[config.mk]
export PLATFORM = sky130hd
export DESIGN_NAME = sequenciador_controle
export DESIGN_NICKNAME = d
export VERILOG_FILES = /design/src/rtl/sequenciador_controle_pkg.sv /design/src/rtl/sequenciador_controle_detector_borda.sv /design/src/rtl/sequenciador_controle.sv
export SDC_FILE = /design/constraint.sdc
export NUM_CORES = 1
export LEC_CHECK = 0
export BUFFER_PORTS_ARGS = -buffer_cell sky130_fd_sc_hd__buf_2
export CAP_MARGIN = 20
export CORE_ASPECT_RATIO = 0.6
export CORE_MARGIN = 5
export CORE_UTILIZATION = 43
export CTS_CLUSTER_SIZE = 30
export DETAILED_ROUTE_END_ITERATION = 10
export GPL_TIMING_DRIVEN = 0
export PLACE_DENSITY = 0.74
export SLEW_MARGIN = 20
export SYNTH_ARGS = -nofsm -noshare
export SYNTH_HDL_FRONTEND = slang
export SYNTH_SLANG_ARGS = --single-unit
[constraint.sdc]
create_clock -name clk -period 1.52 [get_ports clk]
set_input_delay 0 -clock clk [delete_from_list [all_inputs] [get_ports clk]]
set_output_delay 0 -clock clk [all_outputs]
set_load 0.1 [all_outputs]
[src/rtl/sequenciador_controle_pkg.sv]
// Shared definitions for the SAP-1 control sequencer: opcodes, FSM states,
// control-word layout and small decode helpers.
package sequenciador_controle_pkg;

    localparam int unsigned OP_W = 4;
    localparam int unsigned T_W  = 6;

    localparam logic [OP_W-1:0] OP_LDA = 4'b0000;
    localparam logic [OP_W-1:0] OP_ADD = 4'b0001;
    localparam logic [OP_W-1:0] OP_SUB = 4'b0010;
    localparam logic [OP_W-1:0] OP_OUT = 4'b1110;
    localparam logic [OP_W-1:0] OP_HLT = 4'b1111;

    typedef enum logic [2:0] {
        ST_CARGA  = 3'd0,
        ST_T1     = 3'd1,
        ST_T2     = 3'd2,
        ST_T3     = 3'd3,
        ST_T4     = 3'd4,
        ST_T5     = 3'd5,
        ST_T6     = 3'd6,
        ST_HALTED = 3'd7
    } estado_t;

    // Control word; active-high strobes first, active-low after.
    typedef struct packed {
        logic cp;
        logic ep;
        logic ea;
        logic su;
        logic eu;
        logic n_lm;
        logic n_ce;
        logic n_l1;
        logic n_e1;
        logic n_la;
        logic n_lb;
        logic n_l0;
    } ctrl_t;

    localparam ctrl_t CTRL_INATIVO = 12'b00000_1111111;

    // One-hot T-state bus; zero outside T1..T6.
    function automatic logic [T_W-1:0] t_onehot(input estado_t e);
        case (e)
            ST_T1:   return 6'b000001;
            ST_T2:   return 6'b000010;
            ST_T3:   return 6'b000100;
            ST_T4:   return 6'b001000;
            ST_T5:   return 6'b010000;
            ST_T6:   return 6'b100000;
            default: return 6'b000000;
        endcase
    endfunction

    function automatic logic opcode_valido(input logic [OP_W-1:0] op);
        return (op == OP_LDA) || (op == OP_ADD) || (op == OP_SUB) ||
               (op == OP_OUT) || (op == OP_HLT);
    endfunction

endpackage

[src/rtl/sequenciador_controle_detector_borda.sv]
// Step push-button conditioner: two-flop synchronizer followed by a
// registered rising-edge detector.
//  clk      in  system clock
//  clr      in  synchronous active-high reset
//  entrada  in  asynchronous level input (passo)
//  pulso    out one-cycle pulse per rising edge of entrada
module sequenciador_controle_detector_borda (
    input  logic clk,
    input  logic clr,
    input  logic entrada,
    output logic pulso
);

    logic [1:0] sinc;
    logic       sinc_ant;

    // Synchronize, remember previous synchronized level, register the edge.
    always_ff @(posedge clk) begin
        if (clr) begin
            sinc     <= 2'b00;
            sinc_ant <= 1'b0;
            pulso    <= 1'b0;
        end else begin
            sinc     <= {sinc[0], entrada};
            sinc_ant <= sinc[1];
            pulso    <= sinc[1] & ~sinc_ant;
        end
    end

endmodule

[src/rtl/sequenciador_controle.sv]
// SAP-1 control sequencer: T-state FSM with load/execute gating, halt
// latching, optional early instruction end and single-step mode.
//  clk, clr            clock / synchronous active-high reset
//  run, manual, passo  execute enable, single-step mode, step button
//  opcode              IR[7:4]
//  t                   one-hot T-state (t[0]=T1)
//  cp,ep,ea,su,eu      active-high controls
//  n_lm..n_l0          active-low controls
//  n_hlt               low while halted
//  ilegal, fim_instr   one-cycle pulses (undefined opcode / instruction end)
//  n_instr             completed instruction counter
module sequenciador_controle
    import sequenciador_controle_pkg::*;
#(
    parameter bit          EARLY_END = 1'b0,
    parameter int unsigned CNT_W     = 8
) (
    input  logic             clk,
    input  logic             clr,
    input  logic             run,
    input  logic             manual,
    input  logic             passo,
    input  logic [OP_W-1:0]  opcode,
    output logic [T_W-1:0]   t,
    output logic             cp,
    output logic             ep,
    output logic             ea,
    output logic             su,
    output logic             eu,
    output logic             n_lm,
    output logic             n_ce,
    output logic             n_l1,
    output logic             n_e1,
    output logic             n_la,
    output logic             n_lb,
    output logic             n_l0,
    output logic             n_hlt,
    output logic             ilegal,
    output logic             fim_instr,
    output logic [CNT_W-1:0] n_instr
);

    estado_t  estado, prox_c;
    ctrl_t    ctrl_c;
    logic     passo_pulso;
    logic     adv_c;
    logic     ultimo_c;
    logic     conta_c;
    logic     mem_op_c;
    logic     alu_op_c;

    sequenciador_controle_detector_borda u_detector_borda (
        .clk     (clk),
        .clr     (clr),
        .entrada (passo),
        .pulso   (passo_pulso)
    );

    // A cycle advances freely, or in single-step mode only on a step pulse.
    assign adv_c = ~manual | passo_pulso;

    assign alu_op_c = (opcode == OP_ADD) || (opcode == OP_SUB);
    assign mem_op_c = alu_op_c || (opcode == OP_LDA);

    // Last T-state of the current instruction.
    assign ultimo_c = (estado == ST_T6)
                   || (estado == ST_T5 && EARLY_END && opcode == OP_LDA)
                   || (estado == ST_T4 && (opcode == OP_HLT ||
                                           (EARLY_END && opcode == OP_OUT)));

    // State register and completed-instruction counter.
    always_ff @(posedge clk) begin
        if (clr) begin
            estado  <= ST_CARGA;
            n_instr <= '0;
        end else begin
            estado <= prox_c;
            if (conta_c) begin
                n_instr <= n_instr + CNT_W'(1);
            end
        end
    end

    // Next state and control decode; load strobes qualified by adv_c,
    // drive enables held for the whole state so a manual stall is safe.
    always_comb begin
        prox_c    = estado;
        ctrl_c    = CTRL_INATIVO;
        t         = t_onehot(estado);
        n_hlt     = 1'b1;
        ilegal    = 1'b0;
        fim_instr = 1'b0;
        conta_c   = 1'b0;

        case (estado)
            ST_CARGA: begin
                if (adv_c && run) prox_c = ST_T1;
            end
            ST_T1: begin
                ctrl_c.ep   = 1'b1;
                ctrl_c.n_lm = ~adv_c;
                if (adv_c) prox_c = ST_T2;
            end
            ST_T2: begin
                ctrl_c.cp = adv_c;
                if (adv_c) prox_c = ST_T3;
            end
            ST_T3: begin
                ctrl_c.n_ce = 1'b0;
                ctrl_c.n_l1 = ~adv_c;
                if (adv_c) prox_c = ST_T4;
            end
            ST_T4: begin
                if (mem_op_c) begin
                    ctrl_c.n_e1 = 1'b0;
                    ctrl_c.n_lm = ~adv_c;
                end else if (opcode == OP_OUT) begin
                    ctrl_c.ea   = 1'b1;
                    ctrl_c.n_l0 = ~adv_c;
                end else if (!opcode_valido(opcode)) begin
                    ilegal = adv_c;
                end
                if (adv_c) prox_c = ST_T5;
            end
            ST_T5: begin
                if (opcode == OP_LDA) begin
                    ctrl_c.n_ce = 1'b0;
                    ctrl_c.n_la = ~adv_c;
                end else if (alu_op_c) begin
                    ctrl_c.n_ce = 1'b0;
                    ctrl_c.n_lb = ~adv_c;
                    ctrl_c.su   = (opcode == OP_SUB);
                end
                if (adv_c) prox_c = ST_T6;
            end
            ST_T6: begin
                if (alu_op_c) begin
                    ctrl_c.eu   = 1'b1;
                    ctrl_c.n_la = ~adv_c;
                    ctrl_c.su   = (opcode == OP_SUB);
                end
            end
            ST_HALTED: begin
                n_hlt = 1'b0;
            end
            default: begin
                prox_c = ST_CARGA;
            end
        endcase

        // Instruction end: count it and pick the following state.
        if (adv_c && ultimo_c) begin
            fim_instr = 1'b1;
            conta_c   = 1'b1;
            if (estado == ST_T4 && opcode == OP_HLT) begin
                prox_c = ST_HALTED;
            end else begin
                prox_c = run ? ST_T1 : ST_CARGA;
            end
        end

        // Reset forces every output inactive in the same cycle.
        if (clr) begin
            ctrl_c    = CTRL_INATIVO;
            t         = '0;
            n_hlt     = 1'b1;
            ilegal    = 1'b0;
            fim_instr = 1'b0;
        end
    end

    assign cp   = ctrl_c.cp;
    assign ep   = ctrl_c.ep;
    assign ea   = ctrl_c.ea;
    assign su   = ctrl_c.su;
    assign eu   = ctrl_c.eu;
    assign n_lm = ctrl_c.n_lm;
    assign n_ce = ctrl_c.n_ce;
    assign n_l1 = ctrl_c.n_l1;
    assign n_e1 = ctrl_c.n_e1;
    assign n_la = ctrl_c.n_la;
    assign n_lb = ctrl_c.n_lb;
    assign n_l0 = ctrl_c.n_l0;

endmodule

# [Word-level counts from Yosys, hierarchy flattened]
# Index checks and enable logic that the tools add are counted.
[classes] n_addsub=1 mul=0 div=0 n_lt_le_gt_ge=0 n_eq_ne=17 shift=0 muxes=48 bitwise_logic=5 reduce_logical=14
[ops] cell="$pmux 6 s6" n=1
[ops] cell="$mux 1" n=31
[ops] cell="$mux 3" n=8
[ops] cell="$pmux 3 s6" n=1
[ops] cell="$eq 3x3->1 const B" n=4
[ops] cell="$mux 12" n=1
[ops] cell="$ne 3x3->1 const B" n=4
[ops] cell="$add 8x1->8 const B" n=1
[ops] cell="$eq 4x4->1 const B" n=2
[ops] cell="$pmux 1 s2" n=4
[ops] cell="$logic_or 1x1->1" n=7
[ops] cell="$reduce_and 7->1" n=1
[ops] cell="$reduce_bool 7->1" n=1
[ops] cell="$eq 3x2->1 const B" n=2
[ops] cell="$mux 6" n=1
[ops] cell="$ne 3x2->1 const B" n=2
[ops] cell="$eq 4x1->1 const B" n=1
[ops] cell="$eq 4x2->1 const B" n=1
[ops] cell="$logic_not 4->1" n=1
[ops] cell="$eq 3x1->1 const B" n=1
[ops] cell="$logic_and 1x1->1" n=3
[ops] cell="$logic_not 3->1" n=1
[ops] cell="$not 1->1" n=3
[ops] cell="$mux 2" n=1
[ops] cell="2 further kinds" n=2
[word_totals] register_bits=15 latch_bits=0 ramBits=0 romBits=0 in_bits=9 output_inout_bits=29 word_cells=90 mem_count=0

# [Logic depth before layout (Yosys ltp)]
[logic_depth] depth_word=10 mapped_depth=7 ltp_nobuf=7

# [By module]
# From an unflattened synthesis, not the netlist that was laid out.
[unflattened] hier_cells=149 hier_area_um2=1109.8
[modules_own_cells] module="sequenciador_controle" instances=1 cells_per_inst=141 area_each_um2=998.5 seq_area_each_um2=220.2
[modules_own_cells] module="sequenciador_controle_detector_borda" instances=1 cells_per_inst=8 area_each_um2=111.4 seq_area_each_um2=80.1

# [Worst setup path after synthesis]
# No wires, ideal clock.
[synth_path] path_kind="reg2out" start="register estado[0]" end="output port n_lm" arrival_ns=4.892 required_ns=1.520 slack_ns=-3.372 stages_incl_launch_ff=6 n_path_buf=2 path_cell_list="dfxtp_1 buf_2 buf_2 nand2_1 nor3_1 o21ai_0"
[synth_between] elab_chain_cells=3 word_cells_on_any_way=4 cone_classes="eq/ne: 2; mux: 2"
[synth_rtl] item="from (decl)" line_no="sequenciador_controle.sv:43" source="estado_t estado, prox_c;"
[synth_rtl] item="from (signal assigned)" line_no="sequenciador_controle.sv:77" source="estado <= prox_c;"
[synth_rtl] item="$eq 3x3->1 / $eq 3x1->1 (equally long branches)" line_no="sequenciador_controle.sv:95" source="case (estado)"
[synth_rtl] item="$pmux 1 s2 *" line_no="sequenciador_controle.sv:95"
[synth_rtl] item="$mux 12 *" line_no="sequenciador_controle.sv:163" source="if (clr) begin"
[synth_rtl] item="to (decl)" line_no="sequenciador_controle.sv:30" source="output logic n_lm,"
# Every way passes the cells marked *; elsewhere a longest branch is shown, timed or not.

# [Worst setup path in the final report]
[layout_path] start="register estado[2]" end="register estado[1]"
[layout_between] elab_chain_cells=6 word_cells_on_any_way=21 cone_classes="eq/ne: 12; mux: 3; reduce/logical: 6"
[layout_rtl] item="$eq 3x3->1" line_no="sequenciador_controle.sv:68, sequenciador_controle.sv:95, sequenciador_controle.sv:155"
[layout_rtl] item="$logic_and 1x1->1" line_no="sequenciador_controle.sv:68, sequenciador_controle.sv:155"
[layout_rtl] item="$logic_or 1x1->1" line_no="sequenciador_controle.sv:68" source="|| (estado == ST_T4 && (opcode == OP_HLT ||"
[layout_rtl] item="$logic_and 1x1->1" line_no="sequenciador_controle.sv:152" source="if (adv_c && ultimo_c) begin"
[layout_rtl] item="$reduce_bool 7->1 (no line), or another cell as far along"
[layout_rtl] item="$reduce_and 7->1 (no line)"
# Several ways; a longest one is shown, not always the timed one.
# A chain may end at the register's enable or synchronous reset.

==> run_results.csv <==
group,metric,value,unit
timing,setup_ws,-0.222,ns
placed_design,hpwl,2.26,mm
finish,drive_gt1_share,57.8,%
die,row_count,13,
timing,skew,0.00720,ns
synthesis,synthCells,128,
timing,whs,0.126,ns
min_path,hp-class,"primary input to flip-flop",
detailed_routing,drc_errors,0,
clock_tree,clock_latency,0.25,ns
clock_tree,clock-sinks,15,
timing,maxSlewHeadroom,59.9,%
critical_path,cp_slowest_stage_delay,0.38,ns
finish,num_antenna_cells,0,
synthesis,avgSynthCellArea,7.67,µm²
timing,finalCritPeriodShare,115,%
die,die_h,47.0,µm
detailed_routing,initialDrtViolationCount,205,
finish,fillers,109,
grt,overflow,0,
synthesis,synth_cell_types,38,
die,initial_core_util,45.1,%
timing,worst_pin_slew,0.602,ns
finish,final_cells,222,
critical_path,required,1.63,ns
critical_path,cp-end-kind,"flip-flop",
flow_run,max-cap-violations,0,
clock_tree,htree_levels,1,
die,fp.dieW,71.7,µm
clock_tree,cts_buffer_depth,2,
placed_design,gp_congestion,0.923,
power,max-vdd-ir-drop,0.611,mV
synthesis,ys_ff_latch,15,
timing,rsz0062_at_grt,"true",
placed_design,numPortBuffers,35,
power,power_density,1130,nW/µm²
critical_path,cpMaxStageDelayCell,"dfxtp_4",
clock_tree,cts_tree,"yes",
timing,finalHoldViolCount,0,
timing,drv_slew,0,
finish,layout.nets,205,
detailed_routing,ant_nets,0,
timing,min_period,1.74,ns
finish,area_delta_synth_final,93.5,%
die,core,2180,µm²
synthesis,async_flop_share,0,%
power,p_leak,0.831,nW
critical_path,crit_type,"flip-flop to flip-flop",
timing,finalSetupTns,-2.13,ns
outcome,violations,"negative setup slack",
grt,globalRouteTotalUtil,21.3,%
grt,grt_pass1_wl,5.40,mm
detailed_routing,wl_per_cell,21.8,µm
synthesis,synth_area,982,µm²
grt,grt_max_degree,11,
detailed_routing,vias,1424,
outcome,status,"complete, but fails checks",
timing,setup_viol,21,
critical_path,cp_cell_sequence,"inv_4, ha_4, o21ai_4, a22o_1, a211o_1, a31oi_2, a211oi_1",
critical_path,cp-start-kind,"flip-flop",
synthesis,seq_area_frac_synth,30.6,%
synthesis,synth_warnings,0,
finish,post-route-util,87.2,%
die,io_pins,38,
power,power,2.16,mW
clock_tree,path_clk_slew,0.07,ns
grt,antenna_found_initial,0,
critical_path,cp_data_arrival_time,1.85,ns
die,dieArea,3370,µm²
clock_tree,cts_root_buffer,"clkbuf_8",
grt,grt_pass1_vias,1086,
timing,fmax,574,MHz
synthesis,synth_edf_count,0,
detailed_routing,totalWireLength,4.84,mm
critical_path,path_max_fanout,4,
detailed_routing,drtPass1Iterations,5,
placed_design,dpl.cell_count,193,
clock_tree,cts_buffers,3,
detailed_routing,post_drt_via_cell_ratio,6.41,
synthesis,yosys_most_used_dff,"dfxtp_1",
synthesis,syn_nets,140,
## cells by family (layout without fill, tap and decap cells)
| group | after synthesis | after routing | share of synthesized area, % |
|---|---|---|---|
| buffers and inverters | 14 | 78 | 7.01 |
| DFF | 15 | 15 | 30.6 |
| muxes | 1 | 1 | 1.02 |
| adders and majority gates | 3 | 3 | 3.82 |
| and+or+nand+nor | 64 | 64 | 34.8 |
| xor gates and xnor gates | 9 | 9 | 8.03 |
| AOI/OAI and AO/OA | 22 | 22 | 14.8 |
## layout by cell type, fill, tap and decap left out, types with 3 or more instances in the layout
cell / netlist / final
nand2_1: 13 / 8
nand4_1: 6 / 6
buf_4: 1 / 21
nand3_1: 5 / 4
inv_1: 5 / 3
a21oi_1: 5 / 5
nand2_4: 0 / 3
buf_12: 0 / 8
nor3_2: 0 / 3
buf_2: 4 / 16
and3_1: 4 / 3
buf_6: 1 / 13
buf_8: 0 / 3
clkbuf_4: 0 / 4
nor3_4: 0 / 3
nor2_1: 16 / 14
nor2b_1: 4 / 4
clkbuf_8: 0 / 3
dfxtp_4: 0 / 3
xor2_1: 7 / 7
dfxtp_2: 0 / 6
dfxtp_1: 15 / 6
## flip-flops by register name, summed over array words and instances (netlist names)
| name | flops |
|---|---|
| u_detector_borda.pulso | 1 |
| u_detector_borda.sinc | 2 |
| u_detector_borda.sinc_ant | 1 |
| n_instr | 8 |
| estado | 3 |
## final timing paths
kind         cells past startpoint  slack [ns]                      start                       end
max                              7       -0.22                  estado[2]                 estado[1]
min                              2        0.13                        clr  u_detector_borda.sinc[0]
max reg2reg                      7       -0.22                  estado[2]                 estado[1]
min reg2reg                      1        0.40  u_detector_borda.sinc_ant    u_detector_borda.pulso
## Yosys cell counts, types with 2 or more instances
cell      count  share of area [%]
o21ai_0       4                2.0
nand2_1      13                5.0
nor2b_1       4                2.5
buf_2         4                2.0
xnor2_1       2                1.8
clkbuf_1      2               0.76
nand4_1       6                3.8
a211oi_1      2                1.5
ha_1          3                3.8
nand3_1       5                2.5
nor2_1       16                6.1
inv_1         5                1.9
nor3_1        7                3.6
a31oi_1       2                1.3
dfxtp_1      15                 31
o21ai_1       2                1.0
xor2_1        7                6.2
and3_1        4                2.5
or3_1         2                1.3
a21oi_1       5                2.5
## stage by stage
step / setup WS, ns / instance area [µm²]
after floorplan: -0.666 / 1150
after global placement: -0.206 / 1370
after detailed placement: -0.282 / 1370
after CTS: -0.0972 / 1660
after global routing: -0.239 / 1900
final: -0.222 / 1900
## final cells by class
class,count,area (µm²),share of cell area (%)
tap,30,37.5,1.97
clock inverter,1,5.00,0.263
multi-input combinational,99,832,43.8
timing repair buffer,61,562,29.6
inverter,6,27.5,1.45
clock buffer,3,41.3,2.17
buffer,7,76.3,4.02
sequential,15,319,16.8
## power breakdown
part | switching, mW | leakage (nW) | total, mW | internal, mW
Sequential | 0.0558 | 0.127 | 0.487 | 0.431
Combinational | 0.786 | 0.679 | 1.34 | 0.556
Clock | 0.147 | 0.0255 | 0.329 | 0.182
## per-layer routing
metal	global-route usage (%)	share of wire [%]	vias up
li1	-	-	580
met2	36.7	44	129
met1	27.3	38	665
met3	6.62	12	50
met4	3.37	6.3	0
met5	0	0	-
## what timing repair did
item	in CTS	in global routing
pin swaps	11	15
hold endpoints to repair	1	0
hold buffers	1	0
resized for setup	44	36
gates cloned	0	0
setup endpoints to repair	23	28
setup buffers	12	13
## worst max-delay path: cells and delay by family (launching register included)
family / cells / cell delay (ns)
compound gates: 5 / 0.97
flops: 1 / 0.38
fa+ha+maj: 1 / 0.16
buf+inv: 1 / 0.09
No activity file was read; power rests on OpenSTA's default activity.
